## src/rtl/led_pattern_scheduler.sv

```systemverilog
// led_pattern_scheduler: run/pause/single-step sequencer for the 8-LED
// pattern display. Owns the step prescaler, the position counter, the
// bounce direction flag and the mode register. All outputs are registered,
// and Pattern is always recomputed from the next mode register and position.
module led_pattern_scheduler #(
    parameter int unsigned TICK_DIV = 2500000
) (
    input  logic       ClkIn,
    input  logic       ResetN,
    input  logic [1:0] Mode,
    input  logic       Dir,
    input  logic [1:0] Speed,
    input  logic       RunToggle,
    input  logic       StepReq,
    output logic [7:0] Pattern,
    output logic [2:0] Pos,
    output logic       Running,
    output logic       StepPulse
);

    // The prescaler must reach TICK_DIV*8-1 at the slowest speed.
    localparam int unsigned CNT_W = $clog2(TICK_DIV * 8);
    localparam int unsigned PER_W = CNT_W + 1;

    typedef enum logic {
        ST_RUN    = 1'b0,
        ST_PAUSED = 1'b1
    } state_e;

    state_e             state_q, state_d;
    logic [1:0]         mode_q, mode_d;
    logic [2:0]         pos_q, pos_d;
    logic               up_q, up_d;
    logic [CNT_W-1:0]   cnt_q, cnt_d;
    logic [7:0]         pattern_q, pattern_d;
    logic               pulse_q, pulse_d;
    logic               running_q, running_d;
    logic               rt_prev_q, rt_prev_d;
    logic               sr_prev_q, sr_prev_d;

    logic               rt_edge_s;
    logic               sr_edge_s;
    logic               mode_chg_s;
    logic               terminal_s;
    logic               step_s;
    logic [PER_W-1:0]   period_s;
    logic [3:0]         next_s;

    // LED image for a given mode and position.
    function automatic logic [7:0] pattern_of(input logic [1:0] mode, input logic [2:0] pos);
        logic [7:0] pat;
        case (mode)
            2'd0, 2'd1: pat = 8'h01 << pos;
            2'd2:       pat = (8'h01 << pos) | (8'h80 >> pos);
            2'd3:       pat = (pos == 3'd0) ? 8'hFF : 8'h00;
            default:    pat = 8'h01;
        endcase
        return pat;
    endfunction

    // Next {up flag, position} for one step in the given mode.
    function automatic logic [3:0] next_of(input logic [1:0] mode, input logic dir,
                                           input logic up, input logic [2:0] pos);
        logic [3:0] nxt;
        case (mode)
            2'd0: nxt = {up, dir ? pos - 3'd1 : pos + 3'd1};
            2'd1: begin
                // Endpoints reverse direction so 7 and 0 are never repeated.
                if (up) begin
                    nxt = (pos == 3'd7) ? {1'b0, 3'd6} : {1'b1, pos + 3'd1};
                end else begin
                    nxt = (pos == 3'd0) ? {1'b1, 3'd1} : {1'b0, pos - 3'd1};
                end
            end
            2'd2:    nxt = {up, 1'b0, dir ? pos[1:0] - 2'd1 : pos[1:0] + 2'd1};
            2'd3:    nxt = {up, (pos == 3'd0) ? 3'd1 : 3'd0};
            default: nxt = {1'b1, 3'd0};
        endcase
        return nxt;
    endfunction

    // Edge detection, prescaler terminal and prioritised next-state selection.
    always_comb begin
        rt_edge_s  = RunToggle & ~rt_prev_q;
        sr_edge_s  = StepReq & ~sr_prev_q;
        mode_chg_s = (Mode != mode_q);
        period_s   = PER_W'(TICK_DIV) << Speed;
        // >= rather than == so that lowering Speed never waits for a wrap.
        terminal_s = (state_q == ST_RUN) && ({1'b0, cnt_q} >= (period_s - PER_W'(1)));
        step_s     = terminal_s | (sr_edge_s & (state_q == ST_PAUSED));
        next_s     = next_of(mode_q, Dir, up_q, pos_q);

        state_d   = state_q;
        mode_d    = mode_q;
        pos_d     = pos_q;
        up_d      = up_q;
        cnt_d     = cnt_q;
        pulse_d   = 1'b0;
        rt_prev_d = RunToggle;
        sr_prev_d = StepReq;

        if (mode_chg_s) begin
            // A mode change owns the cycle: any toggle or step is dropped.
            mode_d = Mode;
            pos_d  = 3'd0;
            up_d   = 1'b1;
            cnt_d  = '0;
        end else if (rt_edge_s) begin
            state_d = (state_q == ST_RUN) ? ST_PAUSED : ST_RUN;
            cnt_d   = '0;
        end else if (step_s) begin
            up_d    = next_s[3];
            pos_d   = next_s[2:0];
            cnt_d   = '0;
            pulse_d = 1'b1;
        end else if (state_q == ST_RUN) begin
            cnt_d = cnt_q + CNT_W'(1);
        end else begin
            cnt_d = '0;
        end

        pattern_d = pattern_of(mode_d, pos_d);
        running_d = (state_d == ST_RUN);
    end

    // State registers; previous-input flops reset high so held inputs do nothing.
    always_ff @(posedge ClkIn or negedge ResetN) begin
        if (!ResetN) begin
            state_q   <= ST_RUN;
            mode_q    <= 2'd0;
            pos_q     <= 3'd0;
            up_q      <= 1'b1;
            cnt_q     <= '0;
            pattern_q <= 8'h01;
            pulse_q   <= 1'b0;
            running_q <= 1'b1;
            rt_prev_q <= 1'b1;
            sr_prev_q <= 1'b1;
        end else begin
            state_q   <= state_d;
            mode_q    <= mode_d;
            pos_q     <= pos_d;
            up_q      <= up_d;
            cnt_q     <= cnt_d;
            pattern_q <= pattern_d;
            pulse_q   <= pulse_d;
            running_q <= running_d;
            rt_prev_q <= rt_prev_d;
            sr_prev_q <= sr_prev_d;
        end
    end

    assign Pattern   = pattern_q;
    assign Pos       = pos_q;
    assign Running   = running_q;
    assign StepPulse = pulse_q;

endmodule

```

## config.mk

```make
export PLATFORM = sky130hd
export DESIGN_NAME = led_pattern_scheduler
export DESIGN_NICKNAME = d
export VERILOG_FILES = /design/src/rtl/led_pattern_scheduler.sv
export SDC_FILE = /design/constraint.sdc
export NUM_CORES = 1
export LEC_CHECK = 0
export ABC_CLOCK_PERIOD_IN_PS = 5200
export CORE_UTILIZATION = 32
export DETAILED_ROUTE_END_ITERATION = 16
export PLACE_DENSITY = 0.46
export RECOVER_POWER = 50
export SETUP_SLACK_MARGIN = 0.4
export SYNTH_ARGS = -nofsm -noshare
export SYNTH_HDL_FRONTEND = slang
export SYNTH_SLANG_ARGS = --single-unit
```

## constraint.sdc

```tcl
create_clock -name ClkIn -period 5.2 [get_ports ClkIn]
set_clock_uncertainty 0.05 [all_clocks]
set_input_delay 0.78 -clock ClkIn [delete_from_list [all_inputs] [get_ports ClkIn]]
set_output_delay 0.78 -clock ClkIn [all_outputs]
set_load 0.05 [all_outputs]
```

==> results of run 1 <==
[metrics by stage]
stage	util	hold slack (ns)	cells	worst slack, ns
floorplan	-	0.4049	316	1.368
global placement	0.3657	0.4263	435	0.4333
detailed placement	0.3657	0.4314	435	0.2902
CTS	0.3788	0.4442	443	0.5663
global route	0.3794	0.4729	443	0.4106
finish	0.3794	0.4398	443	0.7183
[path summary, 6_finish.rpt]
| check | endpoint | slack, ns | cells after the start |
|---|---|---|---|
| setup / recovery | Pattern[1]$_DFF_PN0_ | 0.72 | 15 |
| hold / removal | cnt_q[0]$_DFF_PN0_ | 0.44 | 1 |
| setup reg to reg | Pattern[6]$_DFF_PN0_ | 2.15 | 10 |
| hold reg to reg | cnt_q[0]$_DFF_PN0_ | 0.44 | 1 |
| max in group asynchronous | cnt_q[5]$_DFF_PN0_ | 2.61 | 1 |
| min in group asynchronous | cnt_q[18]$_DFF_PN0_ | 1.12 | 1 |
[cells by family (layout without fill, tap and decap cells)]
family | Yosys count | count (layout) | share of synthesized area
AND/OR/NAND/NOR | 119 | 119 | 0.1980
AO/OA/AOI/OAI | 56 | 56 | 0.1369
flip-flops | 44 | 44 | 0.3785
adder cells (fa/ha/maj) | 34 | 34 | 0.1454
buffers and inverters | 33 | 52 | 0.04705
XOR/XNOR | 27 | 27 | 0.08341
multiplexers | 3 | 3 | 0.01069
[synthesized netlist by cell type, drive strengths merged (5+ instances only)]
| cell | number |
|---|---|
| nand3 | 18 |
| inv | 22 |
| ha | 34 |
| nor2 | 41 |
| o211ai | 5 |
| nand4 | 10 |
| dfrtp | 39 |
| and3 | 5 |
| nand2 | 21 |
| xnor2 | 10 |
| a21oi | 13 |
| clkbuf | 7 |
| xor2 | 17 |
| o21ai | 9 |
| dfstp | 5 |
[cell type report]
cell class,count,area [sq um]
fill,871,5465
clock buffer,5,68.82
inverter,22,85.08
clock inverter,3,46.29
timing repair buffer,22,211.5
multi-input combinational,239,1687
tap,108,135.1
sequential,44,1107
[registers in the layout, indices dropped and copies added (netlist names)]
| signal | flops |
|---|---|
| sr_prev_q | 1 |
| Running | 1 |
| rt_prev_q | 1 |
| StepPulse | 1 |
| state_q | 1 |
| mode_q | 2 |
| Pattern | 8 |
| Pos | 3 |
| cnt_q | 25 |
| up_q | 1 |
[power breakdown]
part	switching [W]	total (W)	internal, W
logic	0.000182	0.000274	0.0000928
registers	0.0000200	0.000393	0.000373
clock network	0.000129	0.000274	0.000145
total	0.000331	0.000941	0.000610
[cells in the final DEF (no fill, tap or decap), drive strengths merged, types with 9 or more instances in the layout]
cell type	instances
a21oi	13
clkdlybuf4s50	14
dfrtp	39
ha	34
inv	23
nand2	21
nand3	18
nand4	10
nor2	41
o21ai	9
xnor2	10
xor2	17
[repair_timing]
action                                 4_1_cts  5_1_grt
setup endpoints to repair                    0        3
hold buffers                                 0        0
endpoints found under the hold margin        0        0
gates resized for setup                      0        1
[routing by layer]
metal,share of wire,GRT usage,vias to the layer above,wire (um)
met5,0,0,-,0
met4,0.011,0.03846,0,70
met3,0.021,0.02806,5,132
met2,0.47,0.2493,24,3005
met1,0.49,0.1891,1071,3143
li1,-,-,1145,-
==> results by group, run 1 <==
CTS
  – Insertion delay to the later sink of the worst-skew pair: about 0.30 ns
  – CTS H-Tree Depth: 2
  – Clock root buffer: clkbuf_8
  – Postcts setup bufs: 0
  – Num CTS Buffers: 5
  – CTS sink cnt: 44
  – TritonCTS clock tree: yes
  – Clock Path Buffers: 2
  – Reg clk slew, reported paths: 0.09 ns

Floorplan
  – Core area: approximately 9000 sq um
  – Die area: roughly 9500 sq um
  – Initial Utilization: 0.3322
  – FP Rows: 34
  – Top-level I/O count: 22
  – Die height: roughly 98 um
  – Die Wd: a little under 100 um

Setup path
  – Top cell by count, worst path: ha_1
  – WP buf/inv: 2
  – Required time of the worst setup path: around 5.4 ns
  – Worst setup EP type: flip-flop
  – Crit path launch type: input pin
  – Critical-path maximum fanout: 6
  – CP arrival: 4.66 ns
  – Cell Chain, Critical Path: clkdlybuf4s50_1, inv_1, ha_1, nor4_1, nand3_1, xnor2_1, ha_1, a41o_1, a21oi_1, a2bb2oi_2, a31o_1, o211a_1, o21ai_0, mux2_2, o22ai_1
  – Delay of the slowest critical-path stage: ~0.60 ns
  – Critical path type: input pin to flip-flop
  – Crit path from: Speed[1]
  – CP top delay family: compound AO/OA/AOI/OAI gates
  – Critical-path top delay cell: clkdlybuf4s50_1
  – R2r startpoint: cnt_q[23]$_DFF_PN0_

Global routing
  – Grt total ovfl: 0
  – Largest net degree at the start of global routing: 45
  – Initial antenna violation count: 0
  – Number of global-route vias before repair: roughly 2,300
  – Total track usage: 0.1464
  – First-pass GRT wire length: 11.16 mm

Route
  – First drt pass iteration count: 10
  – Final antenna-violating net count: 0
  – DR WL/cell: 14.34 um
  – Via count: roughly 2,200
  – Via/cell ratio: 5.068
  – WL final: approximately 6.4 mm
  – Initial drt markers: just under 60
  – DRC: 2

Synth
  – Library cells used by synthesis: 56
  – Syn nets: between 300 and 400
  – FF+latch count, synth: between 40 and 50
  – Syn avg cell area: ~9.3 sq um
  – Asr flop ratio synth: 1.000
  – Most used DFF post-synth: dfrtp_1
  – Post-synth EDFFs: 0
  – Synthesized instance count: roughly 320
  – Sequential area share after synthesis: 0.3785
  – Synthesis warning total: 0
  – Share of the synthesized area in the top cell type: 0.3336
  – Leading area contributor after synthesis: dfrtp_1
  – Area contributors post-synth: dfrtp_1 (33%), ha_1 (15%), nor2_1 (5.3%)
  – Mapped Area: a little under 3000 sq um

STA
  – Max_slew headroom: -0.5830
  – Final Hold Viols: 0
  – Max Clock Freq: 223.1 MHz
  – RSZ-0062 raised after global routing: false
  – Final Max Tran Viols: 45
  – Finish-stage setup viols: 0
  – Post-route clock period utilization: 0.8619
  – Total negative slack: 0 ns
  – Worst-margin pin slew: between 2 and 2.5 ns
  – Post-layout minimum cycle time: 4.482 ns

Placed design
  – Final Wtd Congestion: slightly below 0.8
  – IO Port Bufs: 21
  – Dpl hpwl: between 4 and 5 mm
  – DP Area: 3221 sq um

Final layout
  – Share of layout cells above drive strength 1: 0.07463
  – Ant. Diodes: 0
  – Final #Nets: around 380
  – Layout Cell Area excl Fill: ~3300 sq um
  – Synthesis-to-layout area growth: 14.20%

Status
  – Outcome: complete, but fails checks
  – Violated checks: design-rule violations, max-capacitance violations, max-slew violations

Power and ir drop
  – Pwr Density: 281.8 nW/um^2
  – Leak pwr: approximately 1.5 nW
  – Total power: 0.0009413 W
  – Peak VDD IR: ~120 uV

Min path
  – Hold_sp: cnt_q[0]$_DFF_PN0_
  – Hold Path Class: flip-flop to flip-flop

Flow run
  – Max cap viols: 1
(Power assumes the default switching activity.)
==> inputs of run 2 (changes only) <==
--- a/config.mk
+++ b/config.mk
@@ -5,10 +5,12 @@
 export SDC_FILE = /design/constraint.sdc
 export NUM_CORES = 1
 export LEC_CHECK = 0
-export ABC_CLOCK_PERIOD_IN_PS = 5200
-export CORE_UTILIZATION = 32
+export ABC_CLOCK_PERIOD_IN_PS = 3900
+export CELL_PAD_IN_SITES_DETAIL_PLACEMENT = 0
+export CELL_PAD_IN_SITES_GLOBAL_PLACEMENT = 1
+export CORE_UTILIZATION = 41
 export DETAILED_ROUTE_END_ITERATION = 16
-export PLACE_DENSITY = 0.46
+export PLACE_DENSITY = 0.73
 export RECOVER_POWER = 50
 export SETUP_SLACK_MARGIN = 0.4
 export SYNTH_ARGS = -nofsm -noshare
==> constraint.sdc (replaced) <==
create_clock -name ClkIn -period 3.9 [get_ports ClkIn]
set_clock_uncertainty 0.05 [all_clocks]
set_input_delay 0.585 -clock ClkIn [delete_from_list [all_inputs] [get_ports ClkIn]]
set_output_delay 0.585 -clock ClkIn [all_outputs]
set_load 0.05 [all_outputs]
==> run 2 against run 1 <==
The run ends with max-capacitance violations, max-slew violations left. Clock power rose by 10%. Worst setup slack got worse by 0.15 ns. Non-clock buffer count rose by 36. First-iteration DRC count rose by 22%. Sequential share of layout area fell by 3.5 points. Sequential power rose by 33%. Worst hold slack improved by 0.00070 ns. Cell count rose by 5.4%. Count of clock-buffer cells in the layout rose by 2. Critical endpoint is now Pattern[3]$_DFF_PN0_. Highest routed layer unchanged.
==> results by group, run 2 (same netlist as run 1, synthesis figures left out) <==
Setup path
  – R2R Setup Slk: 0.92 ns (was 2.15 ns)
  – Reg2reg path depth: 11 (was 10)
  – Delay of the slowest critical-path stage: 0.41 ns (was 0.60 ns)
  – R2r startpoint: cnt_q[18]$_DFF_PN0_ (was cnt_q[23]$_DFF_PN0_)
  – Critical-path top delay cell: or3_4 (was clkdlybuf4s50_1)
  – Critical path type: input pin to flip-flop (unchanged)
  – WP buf/inv: 5 (was 2)
  – Worst setup EP type: flip-flop (unchanged)
  – Cell Chain, Critical Path: clkbuf_2, inv_2, ha_4, inv_2, ha_4, nand4_1, or3_4, buf_4, a2bb2oi_2, buf_4, a31oi_4, nand4_1, and2_4, a2111o_1, nand3_1 (was clkdlybuf4s50_1, inv_1, ha_1, nor4_1, nand3_1, xnor2_1, ha_1, a41o_1, a21oi_1, a2bb2oi_2, a31o_1, o211a_1, o21ai_0, mux2_2, o22ai_1)
  – CP top delay family: simple AND/OR/NAND/NOR gates (was compound AO/OA/AOI/OAI gates)
  – FF-to-FF End: Pattern[3]$_DFF_PN0_ (was Pattern[6]$_DFF_PN0_)
  – Critical-path maximum fanout: 6 (unchanged)
  – CP arrival: 3.52 ns (was 4.66 ns)
  – Crit path launch type: input pin (unchanged)
  – Required time of the worst setup path: 4.08 ns (was 5.37 ns)
  – WP depth: 15 (unchanged)

Final layout
  – Layout Cell Area excl Fill: 3737 sq um (was 3341 sq um)
  – Commonest non-fill, non-tap cell in the layout: nor2_1 (unchanged)
  – Synthesis-to-layout area growth: 27.76% (was 14.20%)
  – Largest register FFs: 25 (unchanged)
  – Filler Cells Inserted: 648 (was 871)
  – Most frequent cells in the layout: nor2_1 (41), dfrtp_1 (39), buf_4 (34), ha_1 (27), nand2_1 (20) (was nor2_1 (41), dfrtp_1 (39), ha_1 (34), nand2_1 (21), inv_1 (20))
  – Seq. cell area: 1107 sq um (unchanged)
  – Share of layout cells above drive strength 1: 0.2291 (was 0.07463)
  – Ant. Diodes: 0 (unchanged)
  – Reg with most FFs: cnt_q (unchanged)
  – Multi-input combinational cell area: 1856 sq um (was 1687 sq um)
  – Final #Nets: 413 (was 377)

Min path
  – Hold depth: 1 (unchanged)
  – Hold Path Class: flip-flop to flip-flop (unchanged)
  – Hold worst-path end: cnt_q[0]$_DFF_PN0_ (unchanged)
  – Hold_sp: cnt_q[0]$_DFF_PN0_ (unchanged)

Floorplan
  – Die Wd: 86.47 um (was 97.61 um)
  – Initial Utilization: 0.4282 (was 0.3322)
  – Core area: 6832 sq um (was 8806 sq um)
  – FP Rows: 30 (was 34)
  – Die area: 7477 sq um (was 9528 sq um)
  – Top-level I/O count: 22 (unchanged)
  – Die height: 86.47 um (was 97.61 um)

CTS
  – Reg clk slew, reported paths: 0.08 ns (was 0.09 ns)
  – Num CTS Buffers: 5 (unchanged)
  – Cts hold-fix bufs: 0 (unchanged)
  – Insertion delay to the later sink of the worst-skew pair: 0.30 ns (about the same)
  – TritonCTS clock tree: yes (unchanged)
  – CTS sink cnt: 44 (unchanged)
  – CTS H-Tree Depth: 2 (unchanged)
  – Clock root buffer: clkbuf_8 (unchanged)
  – Clock Path Buffers: 2 (unchanged)

Route
  – Final antenna-violating net count: 0 (unchanged)
  – Via/cell ratio: 5.158 (was 5.068)
  – WL final: 6.520 mm (was 6.351 mm)
  – DR WL/cell: 13.96 um (was 14.34 um)
  – DRC: 0 (was 2)
  – Initial drt markers: 72 (was 59)
  – First drt pass iteration count: 5 (was 10)
  – Via count: 2,409 (was 2,245)

STA
  – Worst setup margin: 0.5633 ns (was 0.7183 ns)
  – Worst hold slack: 0.4405 ns (was 0.4398 ns)
  – Max Clock Freq: 299.7 MHz
  – Final Hold Viols: 0 (unchanged)
  – Total negative slack: 0 ns (unchanged)
  – Final Max Tran Viols: 45 (unchanged)
  – Worst-margin pin slew: 2.406 ns (was 2.375 ns)
  – Max_slew headroom: -0.6042 (was -0.5830)
  – Finish-stage setup viols: 0 (unchanged)
  – Post-route clock period utilization: 0.8556
  – RSZ-0062 raised after global routing: false (unchanged)
  – Post-layout minimum cycle time: 3.337 ns

Global routing
  – Grt total ovfl: 0 (unchanged)
  – Total track usage: 0.1882 (was 0.1464)
  – Number of global-route vias before repair: 2,430 (was 2,282)
  – Initial antenna violation count: 0 (unchanged)
  – Largest net degree at the start of global routing: 45 (unchanged)
  – First-pass GRT wire length: 11.10 mm (was 11.16 mm)

Power and ir drop
  – Total power: 0.001304 W (was 0.0009413 W)
  – Leak pwr: 1.649 nW (was 1.468 nW)
  – Peak VDD IR: 168.5 uV (was 120.2 uV)
  – Pwr Density: 348.9 nW/um^2 (was 281.8 nW/um^2)

Placed design
  – Placement Setup Slack: -0.2593 ns (was 0.2902 ns)
  – IO Port Bufs: 21 (unchanged)
  – DP Area: 3465 sq um (was 3221 sq um)
  – Final Wtd Congestion: 0.7763 (was 0.7790)
  – Dpl hpwl: 4.709 mm (was 4.657 mm)

Status
  – Outcome: complete, but fails checks (unchanged)
  – Violated checks: max-capacitance violations, max-slew violations (was design-rule violations, max-capacitance violations, max-slew violations)

Flow run
  – Max cap viols: 1 (unchanged)
run 2: cell types whose count changed in the layout (fill, tap and decap cells not counted), moves of 2 or more:
| cell | before | now |
|---|---|---|
| a21oi_1 | 13 | 11 |
| clkbuf_1 | 1 | 3 |
| inv_2 | 1 | 5 |
| o21ai_0 | 7 | 5 |
| clkbuf_2 | 0 | 2 |
| ha_4 | 0 | 6 |
| ha_1 | 34 | 27 |
| buf_6 | 0 | 2 |
| buf_4 | 1 | 34 |
| inv_1 | 20 | 16 |
run 2: power by group:
| part | switching (W) | internal (W) | leakage [nW] |
|---|---|---|---|
| clock network | 0.000158 | 0.000144 | 0.0445 |
| registers | 0.0000277 | 0.000497 | 0.582 |
| logic | 0.000276 | 0.000202 | 1.02 |
| total | 0.000462 | 0.000842 | 1.65 |
run 2: worst max path at each step:
| stage | end | startpoint | slack, ns |
|---|---|---|---|
| 2_1_floorplan | Pattern[3]$_DFF_PN0_ | Speed[0] | 0.42 |
| 3_3_place_gp | Pattern[1]$_DFF_PN0_ | Speed[0] | -0.26 |
| 3_5_place_dp | Pattern[1]$_DFF_PN0_ | Speed[0] | -0.26 |
| 4_1_cts | Pattern[1]$_DFF_PN0_ | Speed[1] | 0.42 |
| 5_1_grt | Pattern[0]$_DFF_PN1_ | Speed[1] | 0.42 |
| 6_report | Pattern[3]$_DFF_PN0_ | Speed[1] | 0.56 |
run 2: layout make-up:
| class | instances | area share |
|---|---|---|
| clock inverter | 1 | 0.002009 |
| inverter | 22 | 0.02277 |
| multi-input combinational | 239 | 0.4965 |
| tap | 96 | 0.03214 |
| clock buffer | 7 | 0.02310 |
| timing repair buffer | 58 | 0.1272 |
| sequential | 44 | 0.2963 |
run 2: per-layer routing:
| layer | wire length, um | GRT usage | vias up | share of wire |
|---|---|---|---|---|
| met4 | 136 | 0.06515 | 0 | 0.021 |
| met3 | 177 | 0.03048 | 14 | 0.027 |
| met5 | 0 | 0 | - | 0 |
| li1 | - | - | 1217 | - |
| met1 | 3020 | 0.2347 | 1143 | 0.46 |
| met2 | 3186 | 0.3297 | 35 | 0.49 |
run 2: through the flow:
stage               instances  utilization
floorplan                 316            -
global placement          455       0.5071
detailed placement        455       0.5071
CTS                       464       0.5277
global route              467       0.5471
finish                    467       0.5471
run 2: timing repair:
| item | in CTS | in global routing |
|---|---|---|
| setup endpoints to repair | 35 | 33 |
| endpoints found under the hold margin | 0 | 0 |
| pin swaps | 11 | 13 |
| setup buffers | 1 | 3 |
| resized for setup | 14 | 26 |
